$ cat config.mk
export PLATFORM = sky130hd
export DESIGN_NAME = axil_req_arbiter
export DESIGN_NICKNAME = d
export VERILOG_FILES = /design/src/rtl/axil_arb_pkg.sv /design/src/rtl/axil_req_arbiter_rr_arbiter.sv /design/src/rtl/axil_req_arbiter.sv
export SDC_FILE = /design/constraint.sdc
export NUM_CORES = 1
export LEC_CHECK = 0
export CAP_MARGIN = 20
export CORE_MARGIN = 10
export CORE_UTILIZATION = 25
export CTS_CLUSTER_SIZE = 8
export DETAILED_ROUTE_END_ITERATION = 10
export SYNTH_ARGS = -nofsm -noshare
export SYNTH_HDL_FRONTEND = slang
export SYNTH_HIERARCHICAL = 1
export SYNTH_SLANG_ARGS = --single-unit
$ cat constraint.sdc
create_clock -name axi_clk -period 6.7 [get_ports axi_clk]
set_clock_uncertainty 0.05 [all_clocks]
set_input_delay 0.67 -clock axi_clk [delete_from_list [all_inputs] [get_ports axi_clk]]
set_output_delay 0.67 -clock axi_clk [all_outputs]
set_load 0.05 [all_outputs]
$ cat src/rtl/axil_arb_pkg.sv
// Shared types and helpers for the AXI4-Lite request arbiter.
package axil_arb_pkg;

    typedef enum logic [2:0] {
        IDLE  = 3'd0,
        WRITE = 3'd1,
        WRESP = 3'd2,
        READ  = 3'd3,
        RDATA = 3'd4,
        DONE  = 3'd5
    } state_t;

    localparam logic [1:0] RESP_OKAY = 2'b00;
    localparam int         MAX_REQ   = 8;

    // First requester at or after (last+1) mod n; returns last when nothing is requesting.
    function automatic logic [2:0] rr_next(input logic [MAX_REQ-1:0] req,
                                           input logic [2:0]         last,
                                           input int                 n);
        logic       found;
        logic [2:0] idx;
        rr_next = last;
        found   = 1'b0;
        for (int i = 1; i <= MAX_REQ; i++) begin
            if (!found && i <= n) begin
                idx = 3'((int'(last) + i) % n);
                if (req[idx]) begin
                    rr_next = idx;
                    found   = 1'b1;
                end
            end
        end
    endfunction

endpackage

$ cat src/rtl/axil_req_arbiter_rr_arbiter.sv
// Round-robin grant selection with a registered last-grant pointer.
module rr_arbiter
    import axil_arb_pkg::*;
#(
    parameter int NUM_REQ = 2,
    parameter int IDX_W   = (NUM_REQ > 1) ? $clog2(NUM_REQ) : 1
) (
    input  logic               clk,
    input  logic               rst,
    input  logic [NUM_REQ-1:0] req,
    input  logic               advance,
    input  logic [IDX_W-1:0]   adv_idx,
    output logic [IDX_W-1:0]   grant,
    output logic               grant_vld
);

    logic [IDX_W-1:0]   last_grant;
    logic [MAX_REQ-1:0] req_pad;

    // Pad the request vector to the helper's fixed width and pick the next winner.
    always_comb begin
        req_pad   = MAX_REQ'(req);
        grant     = IDX_W'(rr_next(req_pad, 3'(last_grant), NUM_REQ));
        grant_vld = |req;
    end

    // Pointer starts at the last index so requester 0 wins first after reset.
    always_ff @(posedge clk or posedge rst) begin
        if (rst)
            last_grant <= IDX_W'(NUM_REQ - 1);
        else if (advance)
            last_grant <= adv_idx;
    end

endmodule

$ cat src/rtl/axil_req_arbiter.sv
// Shares one AXI4-Lite master among NUM_REQ req/ack requesters, one transaction at a time.
module axil_req_arbiter
    import axil_arb_pkg::*;
#(
    parameter int NUM_REQ = 2,
    parameter int ADDR_W  = 32,
    parameter int DATA_W  = 32
) (
    input  logic                           axi_clk,
    input  logic                           axi_rst,
    input  logic [NUM_REQ-1:0]             req,
    input  logic [NUM_REQ-1:0]             we,
    input  logic [NUM_REQ-1:0][ADDR_W-1:0] addr,
    input  logic [NUM_REQ-1:0][DATA_W-1:0] wdata,
    output logic [NUM_REQ-1:0]             ack,
    output logic [DATA_W-1:0]              rdata,
    output logic                           err,
    output logic [ADDR_W-1:0]              m_axi_awaddr,
    output logic                           m_axi_awvalid,
    input  logic                           m_axi_awready,
    output logic [DATA_W-1:0]              m_axi_wdata,
    output logic [DATA_W/8-1:0]            m_axi_wstrb,
    output logic                           m_axi_wvalid,
    input  logic                           m_axi_wready,
    input  logic [1:0]                     m_axi_bresp,
    input  logic                           m_axi_bvalid,
    output logic                           m_axi_bready,
    output logic [ADDR_W-1:0]              m_axi_araddr,
    output logic                           m_axi_arvalid,
    input  logic                           m_axi_arready,
    input  logic [DATA_W-1:0]              m_axi_rdata,
    input  logic [1:0]                     m_axi_rresp,
    input  logic                           m_axi_rvalid,
    output logic                           m_axi_rready
);

    localparam int IDX_W = (NUM_REQ > 1) ? $clog2(NUM_REQ) : 1;

    state_t               state, state_nxt;
    logic [IDX_W-1:0]     gidx, gidx_nxt;
    logic [IDX_W-1:0]     gnt;
    logic                 gnt_vld;
    logic                 advance;
    logic [ADDR_W-1:0]    cmd_addr, addr_nxt;
    logic [DATA_W-1:0]    cmd_wdata, wdata_nxt;
    logic                 awvalid_q, awvalid_nxt;
    logic                 wvalid_q, wvalid_nxt;
    logic                 bready_q, bready_nxt;
    logic                 arvalid_q, arvalid_nxt;
    logic                 rready_q, rready_nxt;
    logic [NUM_REQ-1:0]   ack_q, ack_nxt;
    logic [DATA_W-1:0]    rdata_q, rdata_nxt;
    logic                 err_q, err_nxt;

    rr_arbiter #(
        .NUM_REQ (NUM_REQ),
        .IDX_W   (IDX_W)
    ) u_rr (
        .clk       (axi_clk),
        .rst       (axi_rst),
        .req       (req),
        .advance   (advance),
        .adv_idx   (gidx),
        .grant     (gnt),
        .grant_vld (gnt_vld)
    );

    // Next state plus next value of every registered output.
    always_comb begin
        state_nxt   = state;
        gidx_nxt    = gidx;
        addr_nxt    = cmd_addr;
        wdata_nxt   = cmd_wdata;
        awvalid_nxt = awvalid_q;
        wvalid_nxt  = wvalid_q;
        bready_nxt  = 1'b0;
        arvalid_nxt = 1'b0;
        rready_nxt  = 1'b0;
        ack_nxt     = '0;
        rdata_nxt   = rdata_q;
        err_nxt     = err_q;
        advance     = 1'b0;
        case (state)
            IDLE: begin
                if (gnt_vld) begin
                    gidx_nxt  = gnt;
                    addr_nxt  = addr[gnt];
                    wdata_nxt = wdata[gnt];
                    if (we[gnt]) begin
                        state_nxt   = WRITE;
                        awvalid_nxt = 1'b1;
                        wvalid_nxt  = 1'b1;
                    end else begin
                        state_nxt   = READ;
                        arvalid_nxt = 1'b1;
                    end
                end
            end
            WRITE: begin
                // AW and W retire independently; move on once neither is pending.
                if (awvalid_q && m_axi_awready) awvalid_nxt = 1'b0;
                if (wvalid_q && m_axi_wready)   wvalid_nxt  = 1'b0;
                if (!awvalid_nxt && !wvalid_nxt) begin
                    state_nxt  = WRESP;
                    bready_nxt = 1'b1;
                end
            end
            WRESP: begin
                if (m_axi_bvalid) begin
                    err_nxt   = (m_axi_bresp != RESP_OKAY);
                    ack_nxt   = NUM_REQ'(1) << gidx;
                    state_nxt = DONE;
                end else begin
                    bready_nxt = 1'b1;
                end
            end
            READ: begin
                if (m_axi_arready) begin
                    state_nxt  = RDATA;
                    rready_nxt = 1'b1;
                end else begin
                    arvalid_nxt = 1'b1;
                end
            end
            RDATA: begin
                if (m_axi_rvalid) begin
                    rdata_nxt = m_axi_rdata;
                    err_nxt   = (m_axi_rresp != RESP_OKAY);
                    ack_nxt   = NUM_REQ'(1) << gidx;
                    state_nxt = DONE;
                end else begin
                    rready_nxt = 1'b1;
                end
            end
            DONE: begin
                advance   = 1'b1;
                state_nxt = IDLE;
            end
            default: state_nxt = IDLE;
        endcase
    end

    // State and output registers; reset clears every handshake line at once.
    always_ff @(posedge axi_clk or posedge axi_rst) begin
        if (axi_rst) begin
            state     <= IDLE;
            gidx      <= '0;
            cmd_addr  <= '0;
            cmd_wdata <= '0;
            awvalid_q <= 1'b0;
            wvalid_q  <= 1'b0;
            bready_q  <= 1'b0;
            arvalid_q <= 1'b0;
            rready_q  <= 1'b0;
            ack_q     <= '0;
            rdata_q   <= '0;
            err_q     <= 1'b0;
        end else begin
            state     <= state_nxt;
            gidx      <= gidx_nxt;
            cmd_addr  <= addr_nxt;
            cmd_wdata <= wdata_nxt;
            awvalid_q <= awvalid_nxt;
            wvalid_q  <= wvalid_nxt;
            bready_q  <= bready_nxt;
            arvalid_q <= arvalid_nxt;
            rready_q  <= rready_nxt;
            ack_q     <= ack_nxt;
            rdata_q   <= rdata_nxt;
            err_q     <= err_nxt;
        end
    end

    assign ack           = ack_q;
    assign rdata         = rdata_q;
    assign err           = err_q;
    assign m_axi_awaddr  = cmd_addr;
    assign m_axi_araddr  = cmd_addr;
    assign m_axi_wdata   = cmd_wdata;
    assign m_axi_wstrb   = '1;
    assign m_axi_awvalid = awvalid_q;
    assign m_axi_wvalid  = wvalid_q;
    assign m_axi_bready  = bready_q;
    assign m_axi_arvalid = arvalid_q;
    assign m_axi_rready  = rready_q;

endmodule
==> metrics.log <==
[metrics] setup violators final: 0
[metrics] pwr dens: 571.8 nW/µm²
[metrics] Area after DPL: approximately 8200 µm²
[metrics] Fin. Hold Viols: 0
[metrics] number of gates resized after cts: 0
[metrics] Clock Root Buffer: sky130_fd_sc_hd__clkbuf_16
[metrics] final worst-path setup slack: 3990 ps
[metrics] via density per instance: 4.238
[metrics] diode count: 0
[metrics] minimum hold slack: 439.3 ps
[metrics] residual antenna-violating net count after detailed routing: 0
[metrics] delay of the slowest critical-path stage: around 660 ps
[metrics] most common cell after layout, fill and taps aside: sky130_fd_sc_hd__clkdlybuf4s50_1
[metrics] Final Slew Violations: 0
[metrics] final core utilization: 0.4204
[metrics] layout cells sized above 1: 0.08840
[metrics] count of synthesis-stage warnings from yosys: 6
[metrics] slowest stage cell, crit path: sky130_fd_sc_hd__buf_4
[metrics] count of TritonRoute iterations in the first routing pass: 4
[metrics] # IOs: 315
[metrics] GRT Total Usage: 0.1285
[metrics] core area: between 20000 and 25000 µm²
[metrics] Worst Path Arrival: 2860 ps
[metrics] Setup Fix Bufs, Post-CTS: 0
[metrics] HPWL Detailed: 14000 µm
[metrics] routed wirelength normalized by instance count: 17.82 µm
[metrics] count of mapped cells out of synthesis: 452
[metrics] worst slack, placed: ~3600 ps
[metrics] via count: 4213
[metrics] residual DRC count: 0
[metrics] drt initial violations: 234
[metrics] synthesized area per cell: 11.32 µm²
[metrics] Clock Pin Slew Worst Setup and Hold Paths: 80 ps
[metrics] worst-path maximum fanout: 41
[metrics] DIE HEIGHT: 163.1 µm
[metrics] Hold Crit Class: reg -> reg
[metrics] unrepaired setup endpoints after global routing: false
[metrics] total congestion overflow after global routing: 0
[metrics] Setup Total Neg Slack: 0 ps
[metrics] CP most frequent cell: sky130_fd_sc_hd__buf_4
[metrics] post-route standard cell area excluding fillers: 8479 µm²
[metrics] most used cells in the layout excluding fill and tap cells: 310 x sky130_fd_sc_hd__clkdlybuf4s50_1, 108 x sky130_fd_sc_hd__dfrtp_1, 70 x sky130_fd_sc_hd__nor2_1, 65 x sky130_fd_sc_hd__mux2i_1, 64 x sky130_fd_sc_hd__a21oi_1
[metrics] distinct cell type count of the synthesized netlist: 31
[metrics] pin count of the biggest net entering global routing: 85
[metrics] top cell family by delay on the critical path: buffers and inverters
[metrics] synth-to-layout area growth: 65.74%
[metrics] Die Footprint: 26590 µm²
[metrics] CTS max path bufs: 2
[metrics] worst path bufs/invs: 4
[metrics] worst ir drop on vdd: 0.0002311 V
[metrics] cells traversed along the worst timing path: clkdlybuf4s50_1 -> inv_1 -> mux2i_4 -> buf_4 -> buf_4 -> mux2i_1 -> a21oi_1
[metrics] sequential fraction of the synthesis area: 0.5334
[metrics] number of sinks handled by clock tree synthesis: 109
[metrics] timing-limited maximum frequency: 0.3690 GHz
[metrics] floorplan die width: 163.1 µm
[metrics] count of state elements after synthesis: 109
[metrics] global placement routability congestion: roughly 0.75
[metrics] routed wire length: 17710 µm
[metrics] required time worst endpoint: 6850 ps
[metrics] Core Rows: between 50 and 60
[metrics] reported leakage power: 3.549 nW
[metrics] endpoint class of the critical path: flop
[metrics] # hold bufs at CTS: 0
[metrics] Final period util: 0.4045
[metrics] Syn Std Cell Area: between 5000 and 6000 µm²
[metrics] Layout Nets: 894
[metrics] Clk Latency, worst-skew pair: 350 ps
[metrics] crit path time final: 2710 ps
[metrics] Setup Crit Path Kind: in -> reg
[metrics] post-layout total power: around 4.8 mW
[metrics] non-filler cells in the finished layout: 994
[metrics] initial antenna violation count: 0
[metrics] number of buffers added by the clock tree synthesis step: 9
[metrics] pin slew with the least headroom to its limit: 871.4 ps
[metrics] CTS tree: done
[metrics] CP Launch Type: primary input
[metrics] via count of the first global-routing pass: 4399
[metrics] result of the run: complete, no violations
[metrics] Worst slew margin: 0.4190
[metrics] initial cell density of the core: 0.2537
[metrics] Cell Count Post-Placement: 978
[metrics] count of buffers inserted at the top-level ports: 310
[metrics] CTS HTree Levels: 3
[metrics] max-capacitance violation count: 0
[metrics] first-pass GRT wire length: 26640 µm
## routing by layer
metal | track usage | vias up | routed length (µm)
li1 | - | 2046 | -
met1 | 0.1471 | 1956 | 6939
met2 | 0.2092 | 201 | 8406
met3 | 0.06217 | 10 | 2194
met4 | 0.03689 | 0 | 172
met5 | 0 | - | 0
## final timing paths
| check | end | cells past startpoint | from | slack (ps) |
|---|---|---|---|---|
| worst max-delay path | m_axi_araddr[23] | 7 | req[1] | 3990 |
| worst min-delay path | rdata[23] | 1 | rdata[23] | 440 |
| worst max register to register | m_axi_araddr[23] | 5 | u_rr/last_grant | 4190 |
| worst min register to register | rdata[23] | 1 | rdata[23] | 440 |
| max in group asynchronous | m_axi_araddr[24] | 3 | axi_rst | 4590 |
| min in group asynchronous | u_rr/last_grant | 2 | axi_rst | 680 |
## Yosys cell counts (all sizes together)
library cell / number / area, µm²
o21a: 1 / 7.510
o221ai: 2 / 17.52
a22oi: 1 / 7.510
inv: 7 / 26.28
a21oi: 65 / 329.1
conb: 1 / 3.750
nor3b: 1 / 7.510
mux2: 36 / 412.9
o22ai: 3 / 18.77
dfstp: 1 / 26.28
nand3b: 1 / 7.510
nor2: 70 / 262.8
nor2b: 4 / 25.02
nand2: 8 / 32.54
and2: 3 / 18.77
nand2b: 1 / 6.260
a221oi: 1 / 8.760
dfrtp: 108 / 2703
and2b: 1 / 7.510
buf: 63 / 450.4
a22o: 1 / 8.760
a21o: 3 / 22.52
mux2i: 66 / 660.6
or2: 2 / 12.51
nor3: 2 / 32.53
## worst register-to-register path, stage by stage, from the launching register on
cell                      delay [ps]
sky130_fd_sc_hd__dfstp_2         570
sky130_fd_sc_hd__mux2i_4         240
sky130_fd_sc_hd__buf_4           400
sky130_fd_sc_hd__buf_4           700
sky130_fd_sc_hd__mux2i_1         310
sky130_fd_sc_hd__a21oi_1          80
## power by group
part	internal [mW]	switching, mW
combinational	1.06	2.02
clock	0.295	0.261
sequential	0.982	0.234
## logic make-up after synthesis
kind of cell	synth area share
AO/OA/AOI/OAI	0.08217
AND/OR/NAND/NOR	0.08071
other	0.0007330
flip-flops	0.5334
multiplexers	0.2098
buffers and inverters	0.09318
## layout make-up
type	instances	area (µm²)
inverters	7	28.78
clock inverters	6	72.57
well taps	270	337.8
fillers	1951	11690
multi-input cells	276	1934
flip-flops and latches	109	2729
repair buffers	316	3148
clock buffers	10	229.0
## sequential cells by signal (all words and copies together) (netlist names)
name             count
state                3
gidx                 1
m_axi_wvalid         1
rdata               32
m_axi_rready         1
m_axi_awvalid        1
ack                  2
m_axi_bready         1
u_rr/last_grant      1
err                  1
m_axi_arvalid        1
m_axi_araddr        32
m_axi_wdata         32
(Power assumes the default switching activity.)
